`src/rtl/spi_display_master.sv`:
```
// SPI master: queues 4-bit address / 8-bit data writes and shifts them out as
// 16-bit frames {4'b0001, addr, data}, MSB first. `SPI_MASTER_FIFO_EN selects a
// FIFO_DEPTH-entry queue; otherwise a single holding register is used.
module spi_display_master #(
    parameter int unsigned CLK_DIV    = 4,
    parameter int unsigned GAP_CYCLES = 4,
    parameter int unsigned FIFO_DEPTH = 4
) (
    input  logic       block_clk_i,
    input  logic       rst_low_i,
    input  logic       req_valid_i,
    input  logic [3:0] req_addr_i,
    input  logic [7:0] req_data_i,
    output logic       req_ready_o,
    output logic       busy_o,
    output logic       spi_sclk_o,
    output logic       spi_ss_o,
    output logic       spi_mosi_o
);

    if (CLK_DIV < 2 || GAP_CYCLES < 2 || FIFO_DEPTH < 2 ||
        (FIFO_DEPTH & (FIFO_DEPTH - 1)) != 0) begin : g_bad_cfg
        $error("spi_display_master: invalid parameter set");
    end

    localparam int unsigned PH_MAX = (CLK_DIV > GAP_CYCLES) ? CLK_DIV : GAP_CYCLES;
    localparam int unsigned PH_W   = $clog2(PH_MAX) + 1;
    localparam logic [PH_W-1:0] DIV_LOAD = PH_W'(CLK_DIV - 1);
    localparam logic [PH_W-1:0] GAP_LOAD = PH_W'(GAP_CYCLES - 1);

    typedef enum logic [2:0] {
        S_IDLE,
        S_SETUP,
        S_LOW,
        S_HIGH,
        S_HOLD,
        S_GAP
    } state_e;

    state_e            state_q, state_d;
    logic [PH_W-1:0]   phase_q, phase_d;
    logic [15:0]       shift_q, shift_d;
    logic [3:0]        bit_q, bit_d;
    logic              sclk_q, sclk_d;
    logic              ss_q, ss_d;
    logic              mosi_q, mosi_d;
    logic              busy_q, busy_d;

    logic              q_push, q_pop, q_full, q_empty;
    logic [11:0]       q_head;

    // Ready is forced low while reset is held so no request slips in.
    assign req_ready_o = rst_low_i && !q_full;
    assign q_push      = req_valid_i && req_ready_o;
    assign q_pop       = (state_q == S_IDLE) && !q_empty;

`ifdef SPI_MASTER_FIFO_EN
    localparam int unsigned PTR_W = $clog2(FIFO_DEPTH);

    logic [11:0]      mem_q [FIFO_DEPTH];
    logic [11:0]      mem_d [FIFO_DEPTH];
    logic [PTR_W-1:0] wr_ptr_q, wr_ptr_d, rd_ptr_q, rd_ptr_d;
    logic [PTR_W:0]   count_q, count_d;

    assign q_full  = (count_q == (PTR_W + 1)'(FIFO_DEPTH));
    assign q_empty = (count_q == '0);
    assign q_head  = mem_q[rd_ptr_q];

    always_comb begin
        mem_d    = mem_q;
        wr_ptr_d = wr_ptr_q;
        rd_ptr_d = rd_ptr_q;
        count_d  = count_q;
        if (q_push) begin
            mem_d[wr_ptr_q] = {req_addr_i, req_data_i};
            wr_ptr_d        = wr_ptr_q + PTR_W'(1);
        end
        if (q_pop) begin
            rd_ptr_d = rd_ptr_q + PTR_W'(1);
        end
        unique case ({q_push, q_pop})
            2'b10:   count_d = count_q + (PTR_W + 1)'(1);
            2'b01:   count_d = count_q - (PTR_W + 1)'(1);
            default: count_d = count_q;
        endcase
    end

    always_ff @(posedge block_clk_i or negedge rst_low_i) begin
        if (!rst_low_i) begin
            for (int unsigned i = 0; i < FIFO_DEPTH; i++) begin
                mem_q[i] <= '0;
            end
            wr_ptr_q <= '0;
            rd_ptr_q <= '0;
            count_q  <= '0;
        end else begin
            mem_q    <= mem_d;
            wr_ptr_q <= wr_ptr_d;
            rd_ptr_q <= rd_ptr_d;
            count_q  <= count_d;
        end
    end
`else
    logic [11:0] hold_q, hold_d;
    logic        hold_vld_q, hold_vld_d;

    assign q_full  = hold_vld_q;
    assign q_empty = !hold_vld_q;
    assign q_head  = hold_q;

    always_comb begin
        hold_d     = hold_q;
        hold_vld_d = hold_vld_q;
        if (q_push) begin
            hold_d     = {req_addr_i, req_data_i};
            hold_vld_d = 1'b1;
        end else if (q_pop) begin
            hold_vld_d = 1'b0;
        end
    end

    always_ff @(posedge block_clk_i or negedge rst_low_i) begin
        if (!rst_low_i) begin
            hold_q     <= '0;
            hold_vld_q <= 1'b0;
        end else begin
            hold_q     <= hold_d;
            hold_vld_q <= hold_vld_d;
        end
    end
`endif

    always_comb begin
        state_d = state_q;
        phase_d = phase_q;
        shift_d = shift_q;
        bit_d   = bit_q;
        unique case (state_q)
            S_IDLE: begin
                if (!q_empty) begin
                    state_d = S_SETUP;
                    phase_d = DIV_LOAD;
                    shift_d = {4'b0001, q_head};
                    bit_d   = 4'd15;
                end
            end
            S_SETUP, S_LOW: begin
                if (phase_q == '0) begin
                    state_d = (state_q == S_SETUP) ? S_LOW : S_HIGH;
                    phase_d = DIV_LOAD;
                end else begin
                    phase_d = phase_q - PH_W'(1);
                end
            end
            S_HIGH: begin
                if (phase_q == '0) begin
                    phase_d = DIV_LOAD;
                    if (bit_q == 4'd0) begin
                        state_d = S_HOLD;
                    end else begin
                        state_d = S_LOW;
                        bit_d   = bit_q - 4'd1;
                        shift_d = {shift_q[14:0], 1'b0};
                    end
                end else begin
                    phase_d = phase_q - PH_W'(1);
                end
            end
            S_HOLD: begin
                if (phase_q == '0) begin
                    state_d = S_GAP;
                    phase_d = GAP_LOAD;
                end else begin
                    phase_d = phase_q - PH_W'(1);
                end
            end
            S_GAP: begin
                if (phase_q == '0) begin
                    state_d = S_IDLE;
                    phase_d = '0;
                end else begin
                    phase_d = phase_q - PH_W'(1);
                end
            end
            default: begin
                state_d = S_IDLE;
                phase_d = '0;
            end
        endcase
    end

    // Pin flops follow the registered state, so every pin lags the FSM by one
    // cycle uniformly and phase lengths on the wire match the state lengths.
    always_comb begin
        sclk_d = (state_q != S_LOW);
        ss_d   = (state_q == S_IDLE) || (state_q == S_GAP);
        mosi_d = ss_d ? 1'b1 : shift_q[15];
        busy_d = (state_q != S_IDLE) || !q_empty;
    end

    always_ff @(posedge block_clk_i or negedge rst_low_i) begin
        if (!rst_low_i) begin
            state_q <= S_IDLE;
            phase_q <= '0;
            shift_q <= '0;
            bit_q   <= '0;
            sclk_q  <= 1'b1;
            ss_q    <= 1'b1;
            mosi_q  <= 1'b1;
            busy_q  <= 1'b0;
        end else begin
            state_q <= state_d;
            phase_q <= phase_d;
            shift_q <= shift_d;
            bit_q   <= bit_d;
            sclk_q  <= sclk_d;
            ss_q    <= ss_d;
            mosi_q  <= mosi_d;
            busy_q  <= busy_d;
        end
    end

    assign spi_sclk_o = sclk_q;
    assign spi_ss_o   = ss_q;
    assign spi_mosi_o = mosi_q;
    assign busy_o     = busy_q;

endmodule

```
`config.mk`:
```
export PLATFORM = sky130hd
export DESIGN_NAME = spi_display_master
export DESIGN_NICKNAME = d
export VERILOG_FILES = /design/src/rtl/spi_display_master.sv
export SDC_FILE = /design/constraint.sdc
export NUM_CORES = 1
export LEC_CHECK = 0
export BUFFER_PORTS_ARGS = -buffer_cell sky130_fd_sc_hd__buf_2
export CAP_MARGIN = 20
export CORE_MARGIN = 4
export CORE_UTILIZATION = 30
export DETAILED_ROUTE_END_ITERATION = 12
export PLACE_DENSITY = 0.51
export RECOVER_POWER = 50
export SLEW_MARGIN = 5
export SYNTH_ARGS = -nofsm -noshare
export SYNTH_HDL_FRONTEND = slang
export SYNTH_SLANG_ARGS = --single-unit
```
`constraint.sdc`:
```
create_clock -name block_clk_i -period 3.3 [get_ports block_clk_i]
set_clock_uncertainty 0.2 [all_clocks]
set_input_delay 0.66 -clock block_clk_i [delete_from_list [all_inputs] [get_ports block_clk_i]]
set_output_delay 0.66 -clock block_clk_i [all_outputs]
set_load 0.03 [all_outputs]
```
Yosys cells after proc, flatten, opt, wreduce, memory -nomap -nowiden:

Index checks and enable logic that the tools add are counted.

* flip-flop bits (word level): 43
* input bits: 15
* word-level logic and storage cells: 63

* add/sub/neg operators: 2
* equal/unequal tests: 12
* muxes and demuxes: 23
* reductions and logical operators: 16

Operator list (number)
* 2-to-1 mux 16 bit: 3
* case mux 16 bit (2 select lines): 1
* 2-to-1 mux 3 bit: 9
* case mux 3 bit (5 select lines): 1
* 2-to-1 mux 4 bit: 3
* inequality test 2 bit (second input constant): 6
* case mux 3 bit (3 select lines): 1
* case mux 4 bit (2 select lines): 1
* equality test 3 x 2 -> 1 bit (second input constant): 2
* equality test 3 bit (second input constant): 2
* logical NOT 3 bit: 2
* AND reduction 5 bit: 1
* logical NOT 4 bit: 1
* 2-to-1 mux 1 bit: 4
* AND reduction 4 bit: 1
* nonzero test 2 bit: 2
* OR reduction 4 bit: 1
* subtractor 4 x 1 -> 4 bit (second input constant): 1
* equality test 3 x 1 -> 1 bit (second input constant): 1
* logical AND 1 bit: 3
* inequality test 3 x 2 -> 1 bit (second input constant): 1
* nonzero test 3 bit: 1
* subtractor 3 x 1 -> 3 bit (second input constant): 1
* logical OR 1 bit: 2
* other kinds (2): 2

Longest topological paths before layout:

Gate-level depths: netlist of run 1.

* depth in word-level cells: 4
* mapped depth: 7
* depth with buffers taken out: 5

Worst setup path before layout of run 1:

OpenSTA, ideal clock, no wires.

* path kind: input -> register
* start point: input port rst_low_i
* end point: register hold_q[0]
* data arrival time: 1913 ps
* setup slack: 1062 ps
* stages on the path: 4
* path buffers: 1
* path through: nor2b_1 -> nand2_1 -> buf_1 -> mux2_2

* cells in the longest elaborated chain, start to end: 2

Ends and longest elaborated chain
* start: declaration: RTL line 10 `input logic rst_low_i,`
* logical AND 1 bit: RTL line 53 `assign req_ready_o = rst_low_i && !q_full;`
* logical AND 1 bit: RTL line 54 `assign q_push = req_valid_i && req_ready_o;`
* end signal: assignment: RTL line 127 `hold_q <= hold_d;`
* end: declaration: RTL line 104 `logic [11:0] hold_q, hold_d;`

No other way between the ends.
A chain may end at the register's enable or synchronous reset.

Final worst setup path of run 1:

* start point: register bit_q[0]
* end point: register shift_q[14]

* cells in the longest elaborated chain, start to end: 3

Ends and longest elaborated chain
* start: declaration: RTL line 43 `logic [3:0] bit_q, bit_d;`
* start signal: assignment: RTL line 215 `bit_q <= bit_d;`
* logical NOT 4 bit: RTL line 158 `if (bit_q == 4'd0) begin`
* inequality test 2 bit (no source line)
* AND reduction 4 bit (no source line)
* end signal: assignment: RTL line 214 `shift_q <= shift_d;`
* end: declaration: RTL line 42 `logic [15:0] shift_q, shift_d;`

No other way between the ends.

==> metrics.txt, run 1 <==
delay of the slowest critical-path stage ~0.64 ns; Critical Path RT approximately 3.3 ns; DRC Markers 0; Post-Syn Area between 1500 and 2000 sq um; chip width a little under 90 microns; GRT overflow 0; synth-to-layout area growth 11.47%; asr flop ratio synth 1.000; Max VDD drop 0.0002844 V; Reg clk slew, reported paths about 0.080 ns; met3 GRT Util 0.03318; Rel. slew slack 0.2955; Clock Sink Count 43; GR peak layer met2; number of H-tree levels 2; crit path launch type flop; GR Layer Usage met2 0.1654; initial antenna violation count 0; CP arrival roughly 2.5 ns; Die ar. 7984 sq um; hold crit path type reg -> reg; # setup viols final 0; Starting Density 0.3109; final worst-path cycle share 0.7589; Final #Nets roughly 200; Post-synth EDFFs 0; worst skew pair latency roughly 0.29 ns; Max Slew Vio Count 0; total negative setup slack 0 ns; Worst Path Max Fanout 18; vias in the first global route 1355; Leakage Power between 0.9 and 1 nW; PwrDens between 400 and 500 nW/um^2; Syn Nets roughly 180; Ys Warns 0; final wirelength ~3600 microns; layout cells sized above 1 0.3408; Max Cap Viol 0; I/O Buffers 19; Post-synth top flop dfrtp_1; most common cell after layout, fill and taps aside dfrtp_1; total track usage 0.1087; Setup Fix Bufs, Post-CTS 0; Mapped Cells between 150 and 200; CP cell instances inv_1, ha_1, nor3b_1, or3_1, mux2_2; number of CTS-inserted buffers 5; Finished Core Util 0.3466; Routed Antenna Nets 0; met1 Resource Use GR 0.1449; Tightest Pin Transition approximately 1.1 ns; FMAX about 400 MHz; ANT cells 0; commonest non-fill, non-tap cells in the layout dfrtp_1, buf_2, mux2_2; HPWL after detailed placement ~2400 microns; Die Ht approximately 89 microns; post-synthesis sequential area ratio 0.5438; drt pass-1 iters 4; fin crit period between 2 and 3 ns; largest net degree at the start of global routing 44; TritonCTS clock tree built; RSZ-0062 raised after global routing false; Worst path slowest cell or3_1; CP Capture Type flop; I/O pins 20; number of distinct library cells after synthesis 48; DR WL/cell approximately 14 microns; core area between 6000 and 7000 sq um; final RePlAce weighted congestion between 0.7 and 0.8; drt via density between 5 and 6; CTS max path bufs 2; drt initial violations 55; via count 1307; row count 29; # hold bufs at CTS 0; first-pass GRT wire length between 6000 and 7000 microns; Synth Area per Inst ~12 sq um; Crit Path Class reg -> reg; post-synthesis sequential element count 43; Root Buffer clkbuf_8; Hold Fails Final Rpt 0; PostCTS Resize Cnt 0; status finished, final reports clean
synthesized netlist by cell type (2+ instances only):
cell	instances	area [sq um]
nand2b_1	9	56.30
dfstp_2	3	78.83
a31oi_1	2	12.51
nand4_1	2	12.51
o221a_1	4	45.04
o211a_1	2	20.02
nor2_1	4	15.01
or3_1	4	25.02
mux2i_1	3	30.03
or2_2	2	12.51
or3b_2	2	17.52
nor2b_1	2	12.51
inv_1	4	15.01
o21ai_0	3	15.01
buf_2	3	15.01
nor4b_1	2	17.52
o21a_1	2	15.01
clkbuf_1	5	18.77
dfrtp_1	40	1001
mux2_2	14	157.7
nand2_1	6	22.52
buf_6	3	33.78
o221a_2	7	78.83
ha_1	2	25.02
or2b_1	3	22.52
a21oi_1	5	25.02
nor3_1	3	15.01
sequential cells by signal, summed over array words and instances (netlist names):
name,cells
shift_q,16
hold_q,12
bit_q,4
phase_q,3
state_q,3
busy_o,1
hold_vld_q,1
spi_mosi_o,1
spi_sclk_o,1
spi_ss_o,1
layer usage:
| metal | part of all wire | up-vias |
|---|---|---|
| met3 | 0.042 | 7 |
| met1 | 0.48 | 646 |
| met4 | 0.017 | 0 |
| met2 | 0.46 | 24 |
| met5 | 0 | - |
| li1 | - | 630 |
critical path: cells and delay by family, from the launching register on:
family / cells / cell delay, ns
DFF: 1 / 0.38
and+or+nand+nor: 2 / 1.16
adders and majority gates: 1 / 0.15
buffers and inverters: 1 / 0.10
muxes: 1 / 0.40
final cells by class:
type | instances | area [sq um]
Clock inverter | 2 | 13.76
Inverter | 4 | 15.01
Tap cell | 77 | 96.34
Timing Repair Buffer | 22 | 113.9
Sequential cell | 43 | 1080
Fill cell | 630 | 4173
Clock buffer | 5 | 68.82
Multi-Input combinational cell | 103 | 825.8
power breakdown:
part / total (W) / switching, W / internal (W)
clock: 0.000323 / 0.000178 / 0.000145
sequential: 0.000632 / 0.0000334 / 0.000599
combinational: 0.000111 / 0.0000381 / 0.0000730
logic make-up after synthesis:
family,share of synthesized area
simple gates,0.1525
compound gates,0.1487
xor+xnor,0.004412
mux,0.09452
fa+ha+maj,0.01260
buf+inv,0.04347
flops,0.5438
worst paths after layout:
path,startpoint,endpoint,slack (ns),cells after the start
worst max-delay path,bit_q[0],shift_q[14],0.80,5
worst min-delay path,shift_q[15],spi_mosi_o,0.28,1
worst max register to register,bit_q[0],shift_q[14],0.80,5
worst min register to register,shift_q[15],spi_mosi_o,0.28,1
max in group asynchronous,rst_low_i,state_q[1],1.74,2
min in group asynchronous,rst_low_i,state_q[2],0.51,2
metrics by stage:
stage          cell area, sq um   power, W  cells  setup slack (ns)  hold slack [ns]
6_report                   2213   0.001066    256            0.7957           0.2788
3_3_place_gp               2135  0.0007483    249            0.9221           0.2747
4_1_cts                    2217   0.001088    256            0.8278           0.2903
5_1_grt                    2213   0.001129    256            0.5764           0.3183
3_5_place_dp               2135  0.0007590    249            0.8532           0.2707
2_1_floorplan              1986  0.0007142    162             1.062           0.1644
Note: power is estimated with default switching activity, not from simulation.
==> run 2: changes to the inputs <==
==> constraint.sdc (replaced) <==
create_clock -name block_clk_i -period 2.4 [get_ports block_clk_i]
set_clock_uncertainty 0.2 [all_clocks]
set_input_delay 0.48 -clock block_clk_i [delete_from_list [all_inputs] [get_ports block_clk_i]]
set_output_delay 0.48 -clock block_clk_i [all_outputs]
set_load 0.03 [all_outputs]
==> metrics.txt, run 2 (same netlist as run 1, synthesis figures left out) <==
delay of the slowest critical-path stage 0.48 ns (was 0.64 ns); max reg flops 16 (unchanged); WHS 0.2135 ns (was 0.2788 ns); Die ar. 7984 sq um (unchanged); Max Cap Viol 0 (unchanged); RSZ-0062 raised after global routing false (unchanged); Setup Fix Bufs, Post-CTS 0 (unchanged); drt via density 5.188 (was 5.105); Clock Sink Count 43 (unchanged); GRT overflow 0 (unchanged); Die Ht 89.36 microns (unchanged); largest net degree at the start of global routing 44 (unchanged); total track usage 0.1111 (was 0.1087); Final #Nets 201 (was 196); # setup viols final 0 (unchanged); Critical Path RT 2.38 ns (was 3.28 ns); TritonCTS clock tree built (unchanged); number of CTS-inserted buffers 5 (unchanged); fin crit period 2.213 ns (was 2.504 ns); status finished, final reports clean (unchanged); drt initial violations 96 (was 55); crit path launch type flop (unchanged); final wirelength 3942 microns (was 3637 microns); Starting Density 0.3109 (unchanged); DR WL/cell 15.10 microns (was 14.21 microns); # hold bufs at CTS 0 (unchanged); CP cell instances inv_1, ha_1, nor3b_1, or3_1, buf_4, mux2_2 (was inv_1, ha_1, nor3b_1, or3_1, mux2_2); first-pass GRT wire length 6741 microns (was 6630 microns); Reg clk slew, reported paths 0.08 ns (about the same); Tightest Pin Transition 1.060 ns (was 1.057 ns); number of H-tree levels 2 (unchanged); most common cell after layout, fill and taps aside dfrtp_1 (unchanged); PwrDens 689.0 nW/um^2 (was 481.6 nW/um^2); Root Buffer clkbuf_8 (unchanged); Worst Path Max Fanout 18 (unchanged); synth-to-layout area growth 14.56% (was 11.47%); Max VDD drop 0.0003194 V (was 0.0002844 V); commonest non-fill, non-tap cells in the layout dfrtp_1, buf_2, mux2_2 (unchanged); ANT cells 0 (unchanged); Routed Antenna Nets 0 (unchanged); Rel. slew slack 0.2933 (was 0.2955); FMAX 451.9 MHz (was 399.3 MHz); chip width 89.36 microns (unchanged); via count 1354 (was 1307); drt pass-1 iters 4 (unchanged); I/O pins 20 (unchanged); vias in the first global route 1402 (was 1355); Leakage Power 0.9780 nW (was 0.9531 nW); row count 29 (unchanged); Reg with most FFs shift_q (unchanged); initial antenna violation count 0 (unchanged); total negative setup slack 0 ns (unchanged); HPWL after detailed placement 2784 microns (was 2436 microns); DRC Markers 0 (unchanged); CP Capture Type flop (unchanged); Worst path slowest cell nor3b_1 (was or3_1); worst skew pair latency 0.29 ns (about the same); Max Slew Vio Count 0 (unchanged); final RePlAce weighted congestion 0.7013 (was 0.7287); final worst-path cycle share 0.9221 (was 0.7589); layout cells sized above 1 0.3424 (was 0.3408); core area 6386 sq um (unchanged); CP arrival 2.19 ns (was 2.49 ns); hold crit path type in -> reg (was reg -> reg); top flop regs shift_q x16, hold_q x12, bit_q x4 (unchanged); Hold Fails Final Rpt 0 (unchanged); CTS max path bufs 2 (unchanged); Crit Path Class reg -> reg (unchanged); I/O Buffers 19 (unchanged)
[run 2: changes by cell type in the layout (fill, tap and decap cells not counted)]
cell       before  now
buf_2          18   17
clkinv_4        1    0
clkinv_2        1    0
clkbuf_1        1    4
buf_4           2    6
bufinv_16       0    1
o31ai_4         0    1
o31ai_2         1    0
[run 2: power breakdown]
group | switching [W] | internal (W) | total, W
logic | 0.0000534 | 0.000100 | 0.000154
registers | 0.0000513 | 0.000824 | 0.000875
clock network | 0.000233 | 0.000305 | 0.000538
total | 0.000338 | 0.00123 | 0.00157
[run 2: layout make-up]
cell class / count / area (sq um)
Clock buffer: 6 / 72.57
Timing Repair Buffer: 27 / 146.4
Inverter: 4 / 15.01
Tap cell: 77 / 96.34
Fill cell: 631 / 4111
Multi-Input combinational cell: 103 / 834.6
Sequential cell: 43 / 1080
Clock inverter: 1 / 30.03
[run 2: path summary, 6_finish.rpt]
check,from,to,slack [ns],cells after the start
min in group asynchronous,rst_low_i,hold_vld_q,0.30,2
worst max register to register,bit_q[0],shift_q[14],0.19,6
worst min-delay path,req_data_i[5],hold_q[5],0.21,2
worst max-delay path,bit_q[0],shift_q[14],0.19,6
worst min register to register,shift_q[15],spi_mosi_o,0.29,1
max in group asynchronous,rst_low_i,hold_q[11],1.04,2
[run 2: what timing repair did]
action | 4_1_cts | 5_1_grt
setup endpoints to repair | 0 | 12
resized for setup | 0 | 1
endpoints found under the hold margin | 0 | 0
[run 2: critical path, delay by kind of cell, from the launching register on]
kind / cells / cell delay, ns
fa+ha+maj: 1 / 0.16
buf+inv: 2 / 0.34
flops: 1 / 0.38
mux: 1 / 0.36
simple gates: 2 / 0.66
[run 2: metal layers]
| metal | GRT usage | share of wire | vias to the layer above | wire [microns] |
|---|---|---|---|---|
| met2 | 0.1768 | 0.48 | 28 | 1911 |
| li1 | - | - | 640 | - |
| met1 | 0.1454 | 0.46 | 680 | 1800 |
| met3 | 0.03226 | 0.044 | 6 | 172 |
| met5 | 0 | 0 | - | 0 |
| met4 | 0.03654 | 0.014 | 0 | 57 |
[run 2: stage by stage]
step / total power [W] / worst slack, ns / instance area, sq um / util / std cells
floorplan: 0.0009821 / 0.3419 / 1986 / - / 162
global placement: 0.001030 / 0.1360 / 2172 / 0.3401 / 254
detailed placement: 0.001052 / 0.09858 / 2172 / 0.3401 / 254
CTS: 0.001594 / 0.08368 / 2275 / 0.3562 / 261
global route: 0.001646 / 0.09418 / 2275 / 0.3562 / 261
finish: 0.001567 / 0.1870 / 2275 / 0.3562 / 261
